--- src/rtl/alu_pkg.sv ---
// rtl/alu_pkg.sv - shared opcodes, FSM encoding and flag indices for alu_pipe
package alu_pkg;

  // Opcode encoding; 9..15 are illegal.
  localparam int OP_ADD  = 0;
  localparam int OP_SUB  = 1;
  localparam int OP_SUBR = 2;
  localparam int OP_OR   = 3;
  localparam int OP_AND  = 4;
  localparam int OP_NOR  = 5;
  localparam int OP_XOR  = 6;
  localparam int OP_XNOR = 7;
  localparam int OP_MUL  = 8;

  // FSM state encoding.
  localparam logic [1:0] ST_IDLE     = 2'd0;
  localparam logic [1:0] ST_MUL_BUSY = 2'd1;
  localparam logic [1:0] ST_DONE     = 2'd2;

  // Bit positions inside the registered flag vector.
  localparam int FLG_C  = 0;
  localparam int FLG_V  = 1;
  localparam int FLG_Z  = 2;
  localparam int FLG_N  = 3;
  localparam int FLG_E  = 4;
  localparam int NFLAGS = 5;

  // Two's-complement overflow of x+y given the operand and sum sign bits.
  function automatic logic add_ovf(input logic xs, input logic ys, input logic ss);
    return (xs == ys) && (ss != xs);
  endfunction

endpackage

--- src/rtl/alu_mul_iter.sv ---
// rtl/alu_mul_iter.sv - iterative shift-add unsigned multiplier, one bit per cycle
//
// Ports:
//   clk, rst_n          clock, asynchronous active-low reset
//   start               latch operands and begin (ignored otherwise)
//   mcand_in, mplier_in WIDTH-bit unsigned operands
//   done                one-cycle pulse after the WIDTH-th iteration
//   product             2*WIDTH-bit product, valid while done is high
module alu_mul_iter #(
  parameter int WIDTH = 8
) (
  input  logic               clk,
  input  logic               rst_n,
  input  logic               start,
  input  logic [WIDTH-1:0]   mcand_in,
  input  logic [WIDTH-1:0]   mplier_in,
  output logic               done,
  output logic [2*WIDTH-1:0] product
);

  localparam int CW = $clog2(WIDTH + 1);

  logic [WIDTH-1:0] mcand;
  logic [WIDTH-1:0] hi;
  logic [WIDTH-1:0] lo;
  logic [CW-1:0]    cnt;
  logic             busy;
  logic [WIDTH:0]   step_sum;

  // {hi, lo} starts as {0, multiplier}; each step conditionally adds the
  // multiplicand into hi and shifts the whole pair right by one, so the
  // consumed multiplier bits are replaced by product bits from the top.
  always_comb begin
    step_sum = {1'b0, hi} + {1'b0, (lo[0] ? mcand : {WIDTH{1'b0}})};
  end

  always_ff @(posedge clk or negedge rst_n) begin
    if (!rst_n) begin
      mcand <= '0;
      hi    <= '0;
      lo    <= '0;
      cnt   <= '0;
      busy  <= 1'b0;
      done  <= 1'b0;
    end else begin
      done <= 1'b0;
      if (start) begin
        mcand <= mcand_in;
        hi    <= '0;
        lo    <= mplier_in;
        cnt   <= '0;
        busy  <= 1'b1;
      end else if (busy) begin
        hi  <= step_sum[WIDTH:1];
        lo  <= {step_sum[0], lo[WIDTH-1:1]};
        cnt <= cnt + 1'b1;
        if (cnt == CW'(WIDTH - 1)) begin
          busy <= 1'b0;
          done <= 1'b1;
        end
      end
    end
  end

  assign product = {hi, lo};

endmodule

--- src/rtl/alu_pipe.sv ---
// rtl/alu_pipe.sv - registered ALU with accumulator operand and iterative multiply
//
// Ports:
//   clk, rst_n                 clock, asynchronous active-low reset
//   in_valid/in_ready          input handshake; op, a, b, c_in, acc_sel payload
//   out_valid/out_ready        output handshake; result, result_hi and flags payload
//   c_out, ovf, zero, neg, err status flags of the presented result
module alu_pipe
  import alu_pkg::*;
#(
  parameter int WIDTH = 8,
  parameter int OPW   = 4
) (
  input  logic             clk,
  input  logic             rst_n,
  input  logic             in_valid,
  output logic             in_ready,
  input  logic [OPW-1:0]   op,
  input  logic [WIDTH-1:0] a,
  input  logic [WIDTH-1:0] b,
  input  logic             c_in,
  input  logic             acc_sel,
  output logic             out_valid,
  input  logic             out_ready,
  output logic [WIDTH-1:0] result,
  output logic [WIDTH-1:0] result_hi,
  output logic             c_out,
  output logic             ovf,
  output logic             zero,
  output logic             neg,
  output logic             err
);

  logic [1:0]        state;
  logic [WIDTH-1:0]  acc;
  logic              out_valid_q;
  logic [WIDTH-1:0]  result_q;
  logic [WIDTH-1:0]  result_hi_q;
  logic [NFLAGS-1:0] flags_q;

  logic              accept;
  logic              out_hs;
  logic              is_mul;
  logic [WIDTH-1:0]  opa;

  logic [WIDTH-1:0]  x;
  logic [WIDTH-1:0]  y;
  logic              cy;
  logic [WIDTH:0]    sum;
  logic [WIDTH-1:0]  nx_result;
  logic [NFLAGS-1:0] nx_flags;

  logic              mul_done;
  logic [2*WIDTH-1:0] mul_product;
  logic [NFLAGS-1:0] mul_flags;

  // Gated by rst_n so the block never advertises readiness while held in reset.
  assign in_ready = rst_n && (state == ST_IDLE) && (!out_valid_q || out_ready);
  assign accept   = in_valid && in_ready;
  assign out_hs   = out_valid_q && out_ready;
  assign is_mul   = (op == OPW'(OP_MUL));
  // The accumulator register still holds its pre-handshake value here, which
  // is what an accept coinciding with an output handshake must see.
  assign opa      = acc_sel ? acc : a;

  // Single-cycle datapath. SUB and SUBR are expressed as x + ~y + 1 so one
  // adder serves all three arithmetic ops and carry/overflow fall out of it.
  always_comb begin
    x         = opa;
    y         = b;
    cy        = c_in;
    nx_result = '0;
    nx_flags  = '0;
    case (op)
      OPW'(OP_SUB): begin
        y  = ~b;
        cy = 1'b1;
      end
      OPW'(OP_SUBR): begin
        x  = b;
        y  = ~opa;
        cy = 1'b1;
      end
      default: ;
    endcase
    sum = {1'b0, x} + {1'b0, y} + (WIDTH+1)'(cy);

    case (op)
      OPW'(OP_ADD), OPW'(OP_SUB), OPW'(OP_SUBR): begin
        nx_result       = sum[WIDTH-1:0];
        nx_flags[FLG_C] = sum[WIDTH];
        nx_flags[FLG_V] = add_ovf(x[WIDTH-1], y[WIDTH-1], sum[WIDTH-1]);
      end
      OPW'(OP_OR):   nx_result = opa | b;
      OPW'(OP_AND):  nx_result = opa & b;
      OPW'(OP_NOR):  nx_result = ~(opa | b);
      OPW'(OP_XOR):  nx_result = opa ^ b;
      OPW'(OP_XNOR): nx_result = ~(opa ^ b);
      default: begin
        // Illegal (MUL never reaches this path's registers).
        nx_result       = '0;
        nx_flags[FLG_E] = !is_mul;
      end
    endcase
    nx_flags[FLG_Z] = (nx_result == '0);
    nx_flags[FLG_N] = nx_result[WIDTH-1];
  end

  alu_mul_iter #(
    .WIDTH(WIDTH)
  ) u_mul (
    .clk      (clk),
    .rst_n    (rst_n),
    .start    (accept && is_mul),
    .mcand_in (opa),
    .mplier_in(b),
    .done     (mul_done),
    .product  (mul_product)
  );

  always_comb begin
    mul_flags        = '0;
    mul_flags[FLG_Z] = (mul_product == '0);
    mul_flags[FLG_N] = mul_product[2*WIDTH-1];
  end

  always_ff @(posedge clk or negedge rst_n) begin
    if (!rst_n) begin
      state       <= ST_IDLE;
      acc         <= '0;
      out_valid_q <= 1'b0;
      result_q    <= '0;
      result_hi_q <= '0;
      flags_q     <= '0;
    end else begin
      if (out_hs) begin
        acc <= result_q;
      end
      case (state)
        ST_IDLE: begin
          if (accept) begin
            if (is_mul) begin
              state       <= ST_MUL_BUSY;
              out_valid_q <= 1'b0;
            end else begin
              result_q    <= nx_result;
              result_hi_q <= '0;
              flags_q     <= nx_flags;
              out_valid_q <= 1'b1;
            end
          end else if (out_hs) begin
            out_valid_q <= 1'b0;
          end
        end
        ST_MUL_BUSY: begin
          if (mul_done) begin
            state       <= ST_DONE;
            result_q    <= mul_product[WIDTH-1:0];
            result_hi_q <= mul_product[2*WIDTH-1:WIDTH];
            flags_q     <= mul_flags;
            out_valid_q <= 1'b1;
          end
        end
        ST_DONE: begin
          if (out_hs) begin
            state       <= ST_IDLE;
            out_valid_q <= 1'b0;
          end
        end
        default: state <= ST_IDLE;
      endcase
    end
  end

  assign out_valid = out_valid_q;
  assign result    = result_q;
  assign result_hi = result_hi_q;
  assign c_out     = flags_q[FLG_C];
  assign ovf       = flags_q[FLG_V];
  assign zero      = flags_q[FLG_Z];
  assign neg       = flags_q[FLG_N];
  assign err       = flags_q[FLG_E];

endmodule

--- config.mk ---
export PLATFORM = sky130hd
export DESIGN_NAME = alu_pipe
export DESIGN_NICKNAME = d
export VERILOG_FILES = /design/src/rtl/alu_pkg.sv /design/src/rtl/alu_mul_iter.sv /design/src/rtl/alu_pipe.sv
export SDC_FILE = /design/constraint.sdc
export NUM_CORES = 1
export LEC_CHECK = 0
export CAP_MARGIN = 20
export CORE_AREA = 5 5 115 117
export DETAILED_ROUTE_END_ITERATION = 7
export DIE_AREA = 0 0 120 122
export MAX_ROUTING_LAYER = met4
export PLACE_DENSITY = 0.63
export RECOVER_POWER = 100
export SLEW_MARGIN = 15
export SYNTH_ARGS = -nofsm -noshare
export SYNTH_HDL_FRONTEND = slang
export SYNTH_SLANG_ARGS = --single-unit
export TNS_END_PERCENT = 10
--- constraint.sdc ---
create_clock -name clk -period 6.6 [get_ports clk]
set_clock_uncertainty 0.2 [all_clocks]
set_input_delay 0.99 -clock clk [delete_from_list [all_inputs] [get_ports clk]]
set_output_delay 0.99 -clock clk [all_outputs]
set_load 0.02 [all_outputs]
---- After elaboration in Yosys (flattened, before gate mapping) ----
Index checks and enable logic that the tools add are counted.
storage, ports and cells
  register bits after elaboration ......... 62
  bits of input ports ..................... 26
  output and inout port bits .............. 23
  logic and storage cells ................. 105
cells by class
  add/sub/neg operators ................... 4
  equality and inequality tests ........... 18
  mux-type cells .......................... 42
  bitwise logic cells ..................... 7
  reductions and logical operators ........ 22
operators with widths
  cell                 number
  $mux 8               13
  $pmux 8 s2           3
  $pmux 8 s6           1
  $not 8->8            4
  $eq 4x3->1 const B   5
  $add 8x8->9          2
  $logic_not 16->1     1
  $mux 5               3
  $mux 1               12
  $mux 2               5
  $pmux 5 s2           1
  $add 9x1->9          1
  $and 8x8->8          1
  $eq 4x2->1 const B   2
  $logic_not 8->1      1
  $mux 4               2
  $ne 2x2->1 const B   4
  $or 8x8->8           1
  $reduce_and 4->1     2
  $reduce_or 8->1      1
  $xor 8x8->8          1
  $logic_and 1x1->1    6
  $pmux 2 s3           1
  $add 4x1->4 const B  1
  other kinds (17)     19

---- Longest topological paths before layout ----
Gate-level depths: netlist (run 1).
  word-level depth ........................ 11
  depth in mapped cells ................... 17
  depth with buffers taken out ............ 13

---- Modules after synthesis ----
Synthesis (run 1) repeated with hierarchy kept, for this count alone.
unflattened totals
  cells, all modules ...................... 540
  area, all modules ....................... 4764.6 µm²
by module, submodules not included
  module        times used  cells each  area an instance (µm²)  sequential area each (µm²)
  alu_pipe      1           388         3159.3                  800.8
  alu_mul_iter  1           152         1605.3                  750.7

---- Worst setup path after synthesis (run 1) ----
Ideal clock, no wire load.
  path kind ............................... input port to flip-flop
  from .................................... in op[2]
  to ...................................... reg flags_q[2]
  library setup time ...................... 130 ps
  arrival time ............................ 3875 ps
  required time ........................... 6270 ps
  path slack .............................. 2394 ps
  stages .................................. 14
  path buffers ............................ 3
  cell sequence ........................... buf_2 or4b_1 buf_2 clkbuf_1 o22ai_1 a21oi_1 fa_1 inv_1 fa_1 a2111oi_1 a311oi_2 and3_1 nand4_1 o31ai_2
on the way
  word-level cells in the longest chain between the ends .. 9
  elaborated cells between the ends (all ways) .. 23
  those cells by class .................... 2 x add/sub; 9 x eq/ne; 7 x mux; 5 x reduce/logical
RTL lines
  element                                          RTL line                        text
  start: declaration                               alu_pipe.sv:18                  input logic [OPW-1:0] op,
  $eq 4x2->1 / $eq 4x1->1 (equally long branches)  alu_pipe.sv:74, alu_pipe.sv:88
  $pmux 8 s2, or another cell as far along         alu_pipe.sv:74                  case (op)
  $add 8x8->9 / $mux 1 (equally long branches)     alu_pipe.sv:86, alu_pipe.sv:74
  $add 9x1->9                                      alu_pipe.sv:86                  sum = {1'b0, x} + {1'b0, y} + (WIDTH+1)'(cy);
  $pmux 8 s6                                       alu_pipe.sv:88                  case (op)
  $logic_not 8->1                                  alu_pipe.sv:105                 nx_flags[FLG_Z] = (nx_result == '0);
  $mux 5                                           alu_pipe.sv:142                 if (is_mul) begin
  $mux 5                                           alu_pipe.sv:141                 if (accept) begin
  $pmux 5 s2                                       alu_pipe.sv:139                 case (state)
  end signal: assignment                           alu_pipe.sv:148                 flags_q <= nx_flags;
  end signal: assignment                           alu_pipe.sv:160                 flags_q <= mul_flags;
  end: declaration                                 alu_pipe.sv:39                  logic [NFLAGS-1:0] flags_q;
Parallel ways exist; a longest one is shown, timed or not. The select of a mux whose other input is x is not followed.
A chain may end at the register's enable or synchronous reset.

---- Worst setup path in the final report (run 1) ----
  from .................................... in op[3]
  to ...................................... reg flags_q[2]
The elaborated chain is that of the path after synthesis.

==> results of run 1 <==
-- flip-flops by register name (all words and copies together) (netlist names) --
name,flops
flags_q,5
state,2
u_mul.done,1
result_hi,8
u_mul.hi,8
u_mul.cnt,4
out_valid,1
u_mul.lo,8
u_mul.mcand,8
result,8
acc,8
u_mul.busy,1
-- worst max-delay path by stage --
stage | startpoint | to | slack (ps) | cells past startpoint
finish | op[3] | flags_q[2] | 1570 | 12
global route | op[3] | flags_q[2] | 1360 | 12
CTS | op[3] | flags_q[2] | 1700 | 12
detailed placement | op[3] | flags_q[2] | 1370 | 12
global placement | op[3] | flags_q[2] | 1480 | 12
floorplan | op[2] | flags_q[2] | 2390 | 14
-- metal layers --
layer  up-vias  GRT usage (%)
li1       1908              -
met1      1867           22.1
met2       102           29.5
met3        18           1.72
met4         0           6.16
met5         -              -
-- area by class of cell --
type                       instances  area (sq um)
fill                            1187          6760
multi-input combinational        392          2810
sequential                        62          1550
timing repair buffer              54           517
clock buffer                      12           246
tap                              150           188
inverter                          33           124
clock inverter                     4          70.1
-- where the power goes --
group | internal [W] | leakage, nW | switching [W] | total (W)
Clock | 0.000339 | 0.157 | 0.000162 | 0.000502
Combinational | 0.000415 | 1.57 | 0.000499 | 0.000914
Sequential | 0.000535 | 0.802 | 0.000162 | 0.000697
-- kinds of logic (layout without fill, tap and decap cells) --
| kind of cell | count (synthesis) | in the layout | synth area share (%) |
|---|---|---|---|
| flip-flops | 62 | 62 | 33.1 |
| adder cells (fa/ha/maj) | 39 | 39 | 10.9 |
| AND/OR/NAND/NOR | 152 | 152 | 16.2 |
| buffers and inverters | 64 | 103 | 6.57 |
| multiplexers | 54 | 54 | 12.1 |
| XOR/XNOR | 11 | 11 | 2.06 |
| AO/OA/AOI/OAI | 136 | 136 | 19.0 |
-- synthesized netlist by cell type (10+ instances only) --
| master | count |
|---|---|
| o21ai_1 | 11 |
| nor2_1 | 31 |
| mux2i_1 | 34 |
| dfrtp_1 | 62 |
| ha_1 | 36 |
| o22ai_1 | 12 |
| nand2_1 | 57 |
| nor2b_1 | 10 |
| a21oi_1 | 29 |
| clkbuf_1 | 11 |
| mux2_2 | 19 |
| and2_1 | 10 |
| buf_2 | 13 |
| o21ai_0 | 28 |
| inv_1 | 32 |
-- placed cells by master, fill, tap and decap left out, types with 12 or more instances in the layout --
cell             count
nor2_1              31
a21oi_1             29
o22ai_1             12
o21ai_0             33
mux2i_1             34
inv_1               32
dfrtp_1             62
clkdlybuf4s50_1     22
mux2_2              19
nand2_1             57
ha_1                36
dlygate4sd3_1       25
-- through the flow --
| step | hold WS (ps) | util [%] | cell area [sq um] |
|---|---|---|---|
| after global routing | 290 | 44.9 | 5500 |
| after global placement | 250 | 42.4 | 5200 |
| after floorplan | 242 | - | 4680 |
| after detailed placement | 257 | 42.5 | 5220 |
| final | 254 | 44.9 | 5500 |
| after CTS | 267 | 45.1 | 5530 |
-- worst register-to-register path: cells and delay by family (launching register included) --
kind | cells | cell delay (ps)
compound gates | 2 | 1160
fa+ha+maj | 1 | 760
buf+inv | 2 | 620
flops | 1 | 410
simple gates | 2 | 370
==> flow_summary_export.csv, run 1 <==
group,metric,value,unit
detailed_routing,dr_wl_met3,428,um
die,dieArea,0.0146,sq mm
detailed_routing,dr_wl_met2,5.95,mm
clock_network,cts_resized,0,
synthesis,ys_seq_elements,62,
setup_path,startpoint_type,"input port",
clock_network,postCtsSetupBuffers,0,
timing,period_share,76.2,%
setup_path,cpMostUsedCell,"fa_1",
clock_network,h-tree-depth,3,
outcome,status,"completed",
setup_path,cpMaxStageDelayCell,"or4b_1",
detailed_routing,wl,12.1,mm
placement,gp_congestion,0.902,
worst_hold_path,hp-start,"result_hi[3]",
clock_network,tritoncts,"yes",
global_routing,grt_pass1_wl,19.7,mm
synthesis,synthArstFlopShare,100,%
detailed_routing,first_pass_iters,5,
synthesis,synthFlopType,"dfrtp_1",
worst_hold_path,worstHoldEndpoint,"result_hi[3]",
clock_network,cts_sinks,62,
die,dieWidth,120,um
timing,maxSlewHeadroom,10.3,%
setup_path,arrival,5040,ps
power,peakVddDrop,0.151,mV
setup_path,reg2regPathDepth,7,
worst_hold_path,hp-class,"reg -> reg",
final_layout,syn2layout_area_growth,17.5,%
setup_path,crit_chain,"dlygate4sd3_1 > or4b_1 > o22ai_1 > a21oi_1 > fa_1 > inv_1 > fa_1 > a2111oi_0 > a311oi_2 > and3_1 > nand4_1 > o31ai_2",
final_layout,insertedDiodeCount,0,
global_routing,grt_pass1_vias,3799,
power,cellPowerDensity,384,mW/mm^2
placement,pre_cts_ws,1370,ps
power,power.total,0.00211,W
setup_path,path_buf_inv,2,
timing,fmax,199,MHz
job,cap_viol_max_count,0,
setup_path,rr_startpoint,"state[1]",
placement,dp_hpwl,8.89,mm
synthesis,syn_inst,518,
timing,tightestPinTransition,1340,ps
die,coreArea,0.0123,sq mm
detailed_routing,vias_per_cell,5.51,
worst_hold_path,min_path_cells,2,
timing,final-setup-viol-count,0,
setup_path,worst_r2r_endpoint,"result_hi[6]",
global_routing,grtUsageTotal,17.5,%
final_layout,final_cells,707,
synthesis,synth_top_area_share,33.1,%
setup_path,max_stage_delay,950,ps
synthesis,yosysTopAreaCell,"dfrtp_1",
timing,slew_violations,0,
global_routing,grt_overflow_total,0,
final_layout,nNetsFinal,617,
global_routing,grt_max_degree,65,
timing,setup-tns-final,0,ps
clock_network,cts.reportedPaths.clkPinSlew,50,ps
synthesis,yosysSeqAreaShare,33.1,%
detailed_routing,drtIter0Drc,189,
global_routing,antenna_found_initial,0,
timing,hold_viol_final,0,
timing,setup_slack,1570,ps
setup_path,required,6600,ps
die,rows,41,
clock_network,cts-buffers-inserted,9,
setup_path,cpLargestDelayFamily,"simple AND/OR/NAND/NOR gates",
setup_path,cp_max_fo,24,
synthesis,ys_types,65,
synthesis,synth_area,0.00468,sq mm
placement,dp_cells,691,
synthesis,synth_fp_nets,583,
setup_path,crit_type,"in -> reg",
synthesis,avgSynthCellArea,9.04,sq um
detailed_routing,route.detailed.drc,0,
setup_path,endpoint_kind,"flip-flop",
detailed_routing,wl_met1,5.53,mm
clock_network,ctsRootBufferMaster,"clkbuf_16",
die,boundaryPins,49,
clock_network,clock_path_buffers,2,
synthesis,synth_edf_count,0,
detailed_routing,routedWlPerCell,17.1,um
die,dieHeight,122,um
clock_network,clk_latency,330,ps
timing,fin_crit,5030,ps
synthesis,yosys-top-cells-area,"dfrtp_1 (33%), ha_1 (9.6%), mux2i_1 (7.3%), mux2_2 (4.6%), nand2_1 (4.6%)",
placement,io_buffers,48,
detailed_routing,vias,3895,
detailed_routing,drtAntennaViolNets,0,
power,p_leak,2.53,nW
synthesis,yosys_warnings,0,
die,start_util,38.2,%
timing,rsz0062_at_grt,"false",
detailed_routing,topRoutingLayerUsed,"met4",
final_layout,drive_gt1_share,8.62,%
setup_path,r2r_slack,2940,ps
clock_network,hold_buffers,0,
No activity file was read; power rests on OpenSTA's default activity.
==> run 2: changes to the inputs <==
clock period = 4.9 ns   (was 6.6 ns; I/O delays follow)
==> run 2 against run 1 <==
The flow now finishes with violations (max-capacitance violations, max-slew violations). Core utilization grew 0.63 points. Routed wire length grew 5.2%. Worst setup slack lost 1000 ps. Sequential power grew 32%. Global-route usage grew 0.75 points. Critical path type unchanged.
==> flow_summary_export.csv, run 2 (synthesis results as in run 1) <==
group,metric,value,unit
outcome,status,"finished, violations left",
outcome,failed_checks,"max-capacitance violations, max-slew violations",
clock_network,clk_latency,320,ps
final_layout,fin_area,0.00558,sq mm
clock_network,tritoncts,"yes",
final_layout,nNetsFinal,629,
timing,maxSlewHeadroom,-114,%
worst_hold_path,hp-class,"in -> async",
final_layout,insertedDiodeCount,0,
detailed_routing,drtIter0Drc,291,
global_routing,grt_overflow_total,0,
detailed_routing,routedWlPerCell,17.8,um
power,internal-power,0.00172,W
final_layout,drive_gt1_share,10.0,%
power,p_sw,0.00113,W
die,rows,41,
final_layout,final_common_cell,"dfrtp_1",
detailed_routing,vias_per_cell,5.57,
global_routing,antenna_found_initial,0,
setup_path,cpLargestDelayFamily,"buffers and inverters",
timing,hold_viol_final,0,
timing,final-setup-viol-count,0,
setup_path,max_stage_delay,570,ps
detailed_routing,wl,12.8,mm
setup_path,cpMaxStageDelayCell,"or4b_1",
setup_path,startpoint_type,"input port",
final_layout,final_cell_mix,"dfrtp_1 (62), nand2_1 (57), ha_1 (36)",
power,peakVddDrop,0.193,mV
timing,slew_violations,60,
final_layout,fillers,1145,
final_layout,syn2layout_area_growth,19.2,%
timing,setup-tns-final,0,ps
setup_path,cp_max_fo,13,
setup_path,cpMostUsedCell,"fa_1",
placement,gp_congestion,0.888,
setup_path,r2r_slack,1610,ps
power,cellPowerDensity,510,mW/mm^2
setup_path,required,4900,ps
timing,rsz0062_at_grt,"false",
setup_path,crit_type,"in -> reg",
global_routing,grtUsageTotal,18.3,%
clock_network,clock_path_buffers,2,
power,swShare,39.7,%
setup_path,reg2regPathDepth,13,
die,dieHeight,122,um
job,cap_viol_max_count,1,
detailed_routing,route.detailed.drc,0,
clock_network,hold_buffers,0,
placement,placed_area,0.00529,sq mm
power,power.total,0.00285,W
clock_network,cts_sinks,62,
global_routing,grt_pass1_vias,3952,
die,start_util,38.2,%
power,pwr-share-clk,21.7,%
timing,fmax,229,MHz
global_routing,grt_max_degree,60,
die,dieArea,0.0146,sq mm
clock_network,h-tree-depth,3,
clock_network,cts_resized,0,
clock_network,ctsRootBufferMaster,"clkbuf_16",
timing,tightestPinTransition,3210,ps
setup_path,arrival,4360,ps
detailed_routing,vias,3998,
placement,io_buffers,48,
detailed_routing,first_pass_iters,5,
die,coreArea,0.0123,sq mm
setup_path,crit_chain,"clkdlybuf4s50_1 > clkbuf_1 > or4b_1 > o22ai_1 > a21oi_1 > fa_1 > inv_1 > fa_1 > a2111oi_0 > a311oi_2 > and3_1 > nand4_1 > o31ai_1",
global_routing,grt_pass1_wl,20.6,mm
power,p_leak,2.58,nW
power,seq_power_share,32.2,%
clock_network,postCtsSetupBuffers,0,
setup_path,rr_startpoint,"acc[0]",
placement,dp_hpwl,9.44,mm
timing,period_share,89.1,%
clock_network,cts-buffers-inserted,9,
setup_path,endpoint_kind,"flip-flop",
setup_path,worst_r2r_endpoint,"result[6]",
power,comb_power_share,46.1,%
clock_network,cts.reportedPaths.clkPinSlew,60,ps
die,boundaryPins,49,
setup_path,path_buf_inv,3,
detailed_routing,drtAntennaViolNets,0,
die,dieWidth,120,um
timing,fin_crit,4360,ps
-- run 2: metrics by stage --
stage                     hold WS (ps)  worst slack [ps]  cells  util (%)
after detailed placement           263               446    702      43.2
after global placement             253               585    702      43.2
final                             89.6               536    718      45.5
after floorplan                    239               949    518         -
after CTS                         31.3               781    717      45.5
after global routing              90.8               314    718      45.5
-- run 2: how the worst max path moves through the flow --
stage	end	cells after the start	slack [ps]	startpoint
after floorplan	flags_q[2]	14	950	op[2]
after global placement	result[6]	14	590	acc_sel
after detailed placement	result[6]	14	450	acc_sel
after CTS	result[6]	14	780	acc_sel
after global routing	flags_q[2]	13	310	op[1]
final	flags_q[2]	13	540	op[1]
-- run 2: power by group through the flow --
stage / clock network, W / logic [W] / registers [W]
floorplan: 0 / 0.000851 / 0.000926
global placement: 0 / 0.00126 / 0.000937
detailed placement: 0 / 0.00130 / 0.000947
CTS: 0.000626 / 0.00131 / 0.000940
global route: 0.000653 / 0.00146 / 0.000949
finish: 0.000617 / 0.00131 / 0.000917
-- run 2: per-layer routing --
| metal | vias up | track usage [%] | part of all wire (%) |
|---|---|---|---|
| met2 | 103 | 30.0 | 49 |
| met5 | - | - | 0 |
| met1 | 1957 | 23.8 | 46 |
| met3 | 12 | 2.41 | 3.6 |
| li1 | 1926 | - | - |
| met4 | 0 | 5.15 | 1.6 |
-- run 2: layout make-up --
cell class / count / area (sq um) / share of cell area (%)
Timing Repair Buffer: 66 / 622 / 11.1
Multi-Input combinational cell: 392 / 2810 / 50.3
Tap cell: 150 / 188 / 3.36
Sequential cell: 62 / 1550 / 27.8
Inverter: 33 / 124 / 2.22
Clock inverter: 4 / 47.5 / 0.852
Clock buffer: 11 / 243 / 4.35
-- run 2: worst register-to-register path, delay by kind of cell, from the launching register on --
family	cells	cell delay (ps)
flops	1	400
simple gates	1	190
compound gates	5	770
buf+inv	2	250
mux	3	710
fa+ha+maj	2	660
